--- config.mk ---
export PLATFORM = sky130hd
export DESIGN_NAME = sine_wave_analyzer
export DESIGN_NICKNAME = d
export VERILOG_FILES = /design/src/rtl/sine_wave_analyzer.sv
export SDC_FILE = /design/constraint.sdc
export NUM_CORES = 1
export LEC_CHECK = 0
export CAP_MARGIN = 20
export CORE_MARGIN = 5
export CORE_UTILIZATION = 49
export DETAILED_ROUTE_END_ITERATION = 16
export GPL_ROUTABILITY_DRIVEN = 0
export HOLD_SLACK_MARGIN = 0.02
export PLACE_DENSITY_LB_ADDON = 0.3
export SYNTH_ARGS = -nofsm -noshare
export SYNTH_HDL_FRONTEND = slang
export SYNTH_SLANG_ARGS = --single-unit
--- constraint.sdc ---
create_clock -name clock -period 4.9 [get_ports clock]
set_input_delay 0.49 -clock clock [delete_from_list [all_inputs] [get_ports clock]]
set_output_delay 0.49 -clock clock [all_outputs]
set_load 0.02 [all_outputs]
--- src/rtl/sine_wave_analyzer.sv ---
// Rising zero-crossing analyzer with hysteresis arming.
// Reports period, peak, trough and amplitude once per window of periods.
module sine_wave_analyzer #(
    parameter int          SAMPLE_WIDTH    = 16,
    parameter int          PERIOD_WIDTH    = 32,
    parameter int          HYSTERESIS      = 256,
    parameter int          AVERAGE_LOG2    = 2,
    parameter int unsigned TIMEOUT_SAMPLES = 1048576
) (
    input  logic                    clock,
    input  logic                    reset,
    input  logic                    enable,
    input  logic                    sample_valid,
    input  logic [SAMPLE_WIDTH-1:0] sample,
    output logic [PERIOD_WIDTH-1:0] period_sum,
    output logic [PERIOD_WIDTH-1:0] period,
    output logic [SAMPLE_WIDTH-1:0] peak,
    output logic [SAMPLE_WIDTH-1:0] trough,
    output logic [SAMPLE_WIDTH-1:0] amplitude,
    output logic                    measurement_valid,
    output logic                    locked,
    output logic                    timeout
);

    localparam int CW     = AVERAGE_LOG2 + 1;
    localparam int WINDOW = 1 << AVERAGE_LOG2;
    localparam logic signed [SAMPLE_WIDTH:0] NEG_HYST =
        (SAMPLE_WIDTH+1)'(-HYSTERESIS);

    typedef enum logic [1:0] {IDLE, SEEK, MEASURE} state_t;

    state_t                    state;
    logic                      armed;
    logic [PERIOD_WIDTH-1:0]   window_count;
    logic [CW-1:0]             crossings;
    logic signed [SAMPLE_WIDTH-1:0] peak_trk;
    logic signed [SAMPLE_WIDTH-1:0] trough_trk;

    logic signed [SAMPLE_WIDTH-1:0] s;
    logic signed [SAMPLE_WIDTH:0]   s_ext;
    logic signed [SAMPLE_WIDTH:0]   span;
    logic arm_lvl;
    logic crossing;
    logic terminal;
    logic timeout_hit;

    assign s           = $signed(sample);
    assign s_ext       = {s[SAMPLE_WIDTH-1], s};
    assign arm_lvl     = s_ext <= NEG_HYST;
    assign crossing    = armed && !s[SAMPLE_WIDTH-1];
    assign terminal    = crossing && (crossings == CW'(WINDOW - 1));
    assign timeout_hit = window_count == PERIOD_WIDTH'(TIMEOUT_SAMPLES);
    // Extra bit keeps peak - trough exact for full-scale swings.
    assign span = {peak_trk[SAMPLE_WIDTH-1], peak_trk}
                - {trough_trk[SAMPLE_WIDTH-1], trough_trk};

    always_ff @(posedge clock or posedge reset) begin
        if (reset) begin
            state             <= IDLE;
            armed             <= 1'b0;
            window_count      <= '0;
            crossings         <= '0;
            peak_trk          <= '0;
            trough_trk        <= '0;
            period_sum        <= '0;
            period            <= '0;
            peak              <= '0;
            trough            <= '0;
            amplitude         <= '0;
            measurement_valid <= 1'b0;
            locked            <= 1'b0;
            timeout           <= 1'b0;
        end else begin
            measurement_valid <= 1'b0;
            timeout           <= 1'b0;
            if (!enable) begin
                state        <= IDLE;
                armed        <= 1'b0;
                window_count <= '0;
                crossings    <= '0;
                locked       <= 1'b0;
            end else begin
                unique case (state)
                    IDLE: state <= SEEK;
                    SEEK: if (sample_valid) begin
                        if (crossing) begin
                            state        <= MEASURE;
                            armed        <= 1'b0;
                            window_count <= PERIOD_WIDTH'(1);
                            crossings    <= '0;
                            peak_trk     <= s;
                            trough_trk   <= s;
                        end else if (arm_lvl) begin
                            armed <= 1'b1;
                        end
                    end
                    MEASURE: if (sample_valid) begin
                        if (terminal) begin
                            period_sum        <= window_count;
                            period            <= window_count >> AVERAGE_LOG2;
                            peak              <= peak_trk;
                            trough            <= trough_trk;
                            amplitude         <= SAMPLE_WIDTH'(span >>> 1);
                            measurement_valid <= 1'b1;
                            locked            <= 1'b1;
                            armed             <= 1'b0;
                            window_count      <= PERIOD_WIDTH'(1);
                            crossings         <= '0;
                            peak_trk          <= s;
                            trough_trk        <= s;
                        end else if (timeout_hit) begin
                            timeout <= 1'b1;
                            locked  <= 1'b0;
                            armed   <= 1'b0;
                            state   <= SEEK;
                        end else begin
                            window_count <= window_count + 1'b1;
                            if (s > peak_trk) peak_trk <= s;
                            if (s < trough_trk) trough_trk <= s;
                            if (crossing) begin
                                crossings <= crossings + 1'b1;
                                armed     <= 1'b0;
                            end else if (arm_lvl) begin
                                armed <= 1'b1;
                            end
                        end
                    end
                    default: state <= IDLE;
                endcase
            end
        end
    end

endmodule

# Word-level counts from Yosys, hierarchy flattened
# Index checks and enable logic that the tools add are counted.
[classes] reduce_logical=13 eq_ne=21 n_lt_le_gt_ge=3 mux=56 add_sub_neg=3
[op_table] cell="2-to-1 mux 32 bit" count=6
[op_table] cell="2-to-1 mux 16 bit" count=10
[op_table] cell="case mux 16 bit (2 select lines)" count=2
[op_table] cell="case mux 32 bit (2 select lines)" count=1
[op_table] cell="adder 32 x 1 -> 32 bit (second input constant)" count=1
[op_table] cell="== test 32 x 21 -> 1 bit (second input constant)" count=1
[op_table] cell="!= test 3 bit (second input constant)" count=8
[op_table] cell="2-to-1 mux 1 bit" count=21
[op_table] cell="2-to-1 mux 3 bit" count=7
[op_table] cell="subtractor 16 x 16 -> 17 bit" count=1
[op_table] cell="greater-than comparator 16 bit" count=1
[op_table] cell="<= comparator 16 x 9 -> 1 bit (second input constant)" count=1
[op_table] cell="less-than comparator 16 bit" count=1
[op_table] cell="AND reduction 7 bit" count=2
[op_table] cell="2-to-1 mux 2 bit" count=6
[op_table] cell="AND reduction 5 bit" count=2
[op_table] cell="!= test 4 bit (second input constant)" count=2
[op_table] cell="!= test 2 bit (second input constant)" count=3
[op_table] cell="!= test 3 x 1 -> 1 bit (second input constant)" count=2
[op_table] cell="case mux 2 bit (3 select lines)" count=1
[op_table] cell="case mux 3 bit (2 select lines)" count=1
[op_table] cell="AND reduction 3 bit" count=2
[op_table] cell="AND reduction 6 bit" count=1
[op_table] cell="!= test 2 x 1 -> 1 bit (second input constant)" count=2
[op_table] cell="other kinds (10)" count=11
[word_totals] register_bits=183 output_inout_bits=115

# Logic depth before layout (Yosys ltp)
[logic_depth] word_depth=8 mapped_depth=10

# Least setup slack after synthesis
# No wires, ideal clock.
[synth_path] path_kind="input -> register" start="in sample[11]" end="reg trough_trk[0]" arrival_time_ns=2.374 path_slack_ns=2.399 stages=9 setup_ns=0.127 cell_sequence="ha_1 > nand4_1 > o211ai_1 > a211oi_1 > o31ai_1 > nand3_1 > o211ai_4 > buf_8 > mux2_1"
[synth_between] elab_chain_cells=3
[synth_rtl] element="start: declaration" line_no="14" source="input logic [SAMPLE_WIDTH-1:0] sample,"
[synth_rtl] element="less-than comparator 16 bit" line_no="119" source="if (s < trough_trk) trough_trk <= s;"
[synth_rtl] element="!= test 3 bit (no line)"
[synth_rtl] element="AND reduction 7 bit (no line)"
[synth_rtl] element="end signal: assignment" line_no="92" source="trough_trk <= s;"
[synth_rtl] element="end signal: assignment" line_no="110" source="trough_trk <= s;"
[synth_rtl] element="end signal: assignment" line_no="119"
[synth_rtl] element="end: declaration" line_no="37" source="logic signed [SAMPLE_WIDTH-1:0] trough_trk;"
# No other way between the ends.
# A chain may end at the register's enable or synchronous reset.

# Worst setup path in the final report
[layout_path] start="in sample[15]" end="reg peak_trk[9]"
[layout_between] elab_chain_cells=6 word_cells_on_any_way=11
[layout_rtl] element="branches (longest 6 deep; another with greater-than comparator 16 bit)"
[layout_rtl] element="end signal: assignment" line_no="91" source="peak_trk <= s;"
[layout_rtl] element="end signal: assignment" line_no="109" source="peak_trk <= s;"
[layout_rtl] element="end signal: assignment" line_no="118" source="if (s > peak_trk) peak_trk <= s;"
[layout_rtl] element="end: declaration" line_no="36" source="logic signed [SAMPLE_WIDTH-1:0] peak_trk;"
# Parallel ways; which one is timed is not known. The select of a mux whose other input is x is not followed.

==> results.toml <==
[setup_path]
required_ns = 5.21
worstPathCellList = "clkdlybuf4s50_1 > ha_1 > nand4_1 > or3_1 > o221a_2 > o21ai_4 > mux2_2"
path_max_fanout = 16
worst-path-buf-inv = 1
slowest_stage = "clkdlybuf4s50_1"
cp_top_family = "compound AO/OA/AOI/OAI gates"
max_stage_delay_ns = 0.57
cp-start-kind = "input pin"
cp-end-kind = "flop"
arrival_ns = 3.24
crit_type = "in2reg"

[clocking]
htreeDepth = 4
cts.repair.resized = 0
hold_buffers = 0
clock-sinks = 153
cts_tree = "done"
clk_pin_slew_worst_paths_ns = 0.06
cts_buffer_depth = 2
clk_latency_ns = 0.43
cts_inserted_buffers = 17
cts-root-buf = "clkbuf_16"
postCtsSetupBuffers = 0

[place]
port_buffers = 132
dp_slack_ns = 1.56
hpwlAfterDp_microns = 13600
place_inst = 1130

[yosys]
yosys_register_bits = 153
synthAdderAreaFrac_pct = 7.89
synth-xor-area-share_pct = 4.15
synth_ff_type = "dfrtp_1"
synth_area_sq_um = 8020
synthMuxAreaShare_pct = 4.62
yosys_warnings = 0
synth_top_family_by_area = "simple AND/OR/NAND/NOR gates"
synth-compound-area-share_pct = 10.9
syn_inst = 833
avgSynthCellArea_sq_um = 9.63
synthArstFlopShare_pct = 100
synth_cell_types = 64
synth-edff-count = 0
yosysSeqAreaShare_pct = 47.7
synth_simple_gate_area_share_pct = 18.2

[sta]
fmax_mhz = 342
drv_slew = 0
finalSetupTns_ns = 0
maxSlewHeadroom_pct = 49.5
worst_clock_skew_ns = 0.00807
fin_hold_ws_ns = 0.476
rsz0062_at_grt = "no"
min_period_over_period_pct = 59.7
finalSetupViolations = 0
layout_min_cycle_time_ns = 2.93
hold_violations = 0
worst_pin_slew_ns = 0.758
setup_slack_ns = 1.97

[die]
chipWidth_microns = 138
die_h_microns = 138
coreArea_sq_um = 15900
start_util_pct = 50.3
dieArea_sq_um = 19000
row_count = 46
io_pins = 135

[worst_hold_path]
hold_class = "reg2reg"

[global_route]
grtUsageTotal_pct = 20.5
grt_pass1_wl_microns = 30900
grt_max_degree = 83
overflow = 0
grt_antenna_before_repair = 1
grt_pass1_vias = 6053

[run]
maxCapViolCount = 0

[power]
power.total_mw = 3.30
power_leakage_nw = 4.53
vdd_drop_max_uv = 252
p_per_area_nw_per_um2 = 333

[routing]
vias = 6236
drc = 0
via_per_inst = 5.36
wl_per_cell_microns = 16.2
drt_wl_total_microns = 18900
drt_iter0_drc = 418
dr.pass1.iters = 5
drt.antenna.violating_nets = 0

[final_layout]
layout-drive-gt1-share_pct = 6.77
nets = 1003
syn_to_final_growth_pct = 23.7
layout.cells.non_filler = 1163

[run_status]
status = "finished, final reports clean"
## layout by cell type, fill, tap and decap left out, types with 5 or more instances in the layout
cell / synthesis / final
nand3_1: 19 / 19
a31oi_1: 5 / 5
clkbuf_16: 0 / 17
xor2_1: 28 / 28
a211oi_1: 7 / 7
mux2_2: 12 / 12
xnor2_1: 10 / 10
a21o_1: 6 / 6
nor2_1: 53 / 53
mux2_1: 20 / 20
a21oi_1: 26 / 26
nor4_1: 7 / 7
nand2_1: 174 / 174
nor2b_1: 6 / 6
ha_1: 49 / 49
inv_1: 42 / 41
dfrtp_1: 153 / 153
nand4_1: 17 / 17
nand2b_1: 5 / 5
buf_4: 32 / 5
clkdlybuf4s50_1: 0 / 132
o21ai_0: 73 / 73
and4_1: 7 / 7
inv_6: 0 / 7
## worst paths after layout
kind / from / cells past startpoint / slack [ns] / to
min in group asynchronous: reset / 2 / 0.56 / trough[4]$_DFFE_PP0P_
worst min register to register: trough[3]$_DFFE_PP0P_ / 2 / 0.48 / trough[3]$_DFFE_PP0P_
max in group asynchronous: reset / 3 / 3.37 / trough_trk[14]$_DFFE_PP0P_
worst max-delay path: sample[15] / 7 / 1.97 / peak_trk[9]$_DFFE_PP0P_
worst max register to register: peak_trk[13]$_DFFE_PP0P_ / 8 / 2.12 / peak_trk[9]$_DFFE_PP0P_
worst min-delay path: trough[3]$_DFFE_PP0P_ / 2 / 0.48 / trough[3]$_DFFE_PP0P_
## synthesized netlist by cell type (all sizes together) (2+ instances only)
cell	number	area [sq um]
nand2	174	653
dfrtp	153	3830
o21ai	77	400
nor2	53	199
ha	49	613
inv	42	158
buf	39	288
mux2	32	360
xor2	28	245
a21oi	26	130
clkbuf	19	72.6
nand3	19	95.1
nand4	18	119
xnor2	10	87.6
a211oi	9	77.6
nor4	8	65.1
and4	7	61.3
a21o	6	45.0
nor2b	6	37.5
a31oi	5	31.3
nand2b	5	31.3
nor3	4	30.0
and3	3	18.8
nor3b	3	22.5
nor4b	3	26.3
o211ai	3	36.3
or3	3	18.8
a41o	2	20.0
and4bb	2	25.0
nand4b	2	17.5
o21a	2	15.0
o31a	2	17.5
o31ai	2	15.0
## power by group
part	switching, mW	internal, mW
Sequential	0.0329	1.31
Combinational	0.379	0.258
Clock	0.563	0.765
Total	0.975	2.33
## per-stage QoR
| stage | instance area (sq um) | util, % |
|---|---|---|
| finish | 9920 | 62.2 |
| global route | 9920 | 62.2 |
| CTS | 9920 | 62.2 |
| detailed placement | 9330 | 58.5 |
| global placement | 9300 | 58.3 |
| floorplan | 8020 | - |
## state kept, by name, summed over array words and instances, names as in the netlist
| signal | count |
|---|---|
| amplitude | 16 |
| armed | 1 |
| crossings | 3 |
| locked | 1 |
| measurement_valid | 1 |
| peak | 16 |
| peak_trk | 16 |
| period | 1 |
| period_sum | 31 |
| state | 2 |
| timeout | 1 |
| trough | 16 |
| trough_trk | 16 |
| window_count | 32 |
## cell type report
cell class | count | area, sq um
Clock inverter | 14 | 161
Multi-Input combinational cell | 580 | 3670
Timing Repair Buffer | 138 | 1390
Inverter | 43 | 166
Tap cell | 216 | 270
Sequential cell | 153 | 3830
Fill cell | 1353 | 6020
Clock buffer | 18 | 429
Antenna cell | 1 | 2.50
## logic make-up after synthesis
family,after synthesis
multiplexers,33
XOR/XNOR,38
AND/OR/NAND/NOR,314
buffers and inverters,101
flip-flops,153
AO/OA/AOI/OAI,143
other,1
adder cells (fa/ha/maj),50
## routing by layer
layer  vias to the layer above  track usage, %  wire (microns)
met4                         0            7.14             404
met3                        28            4.68            1120
met2                       170            31.6            8620
li1                       3031               -               -
met5                         -               0               0
met1                      3007            28.7            8730
## tightest hold or removal path: stages, from the launching register on
cell	delay (ns)
dfrtp_1	0.34
nand2_1	0.04
o21ai_0	0.06
Power figures use the tool's default switching activity.
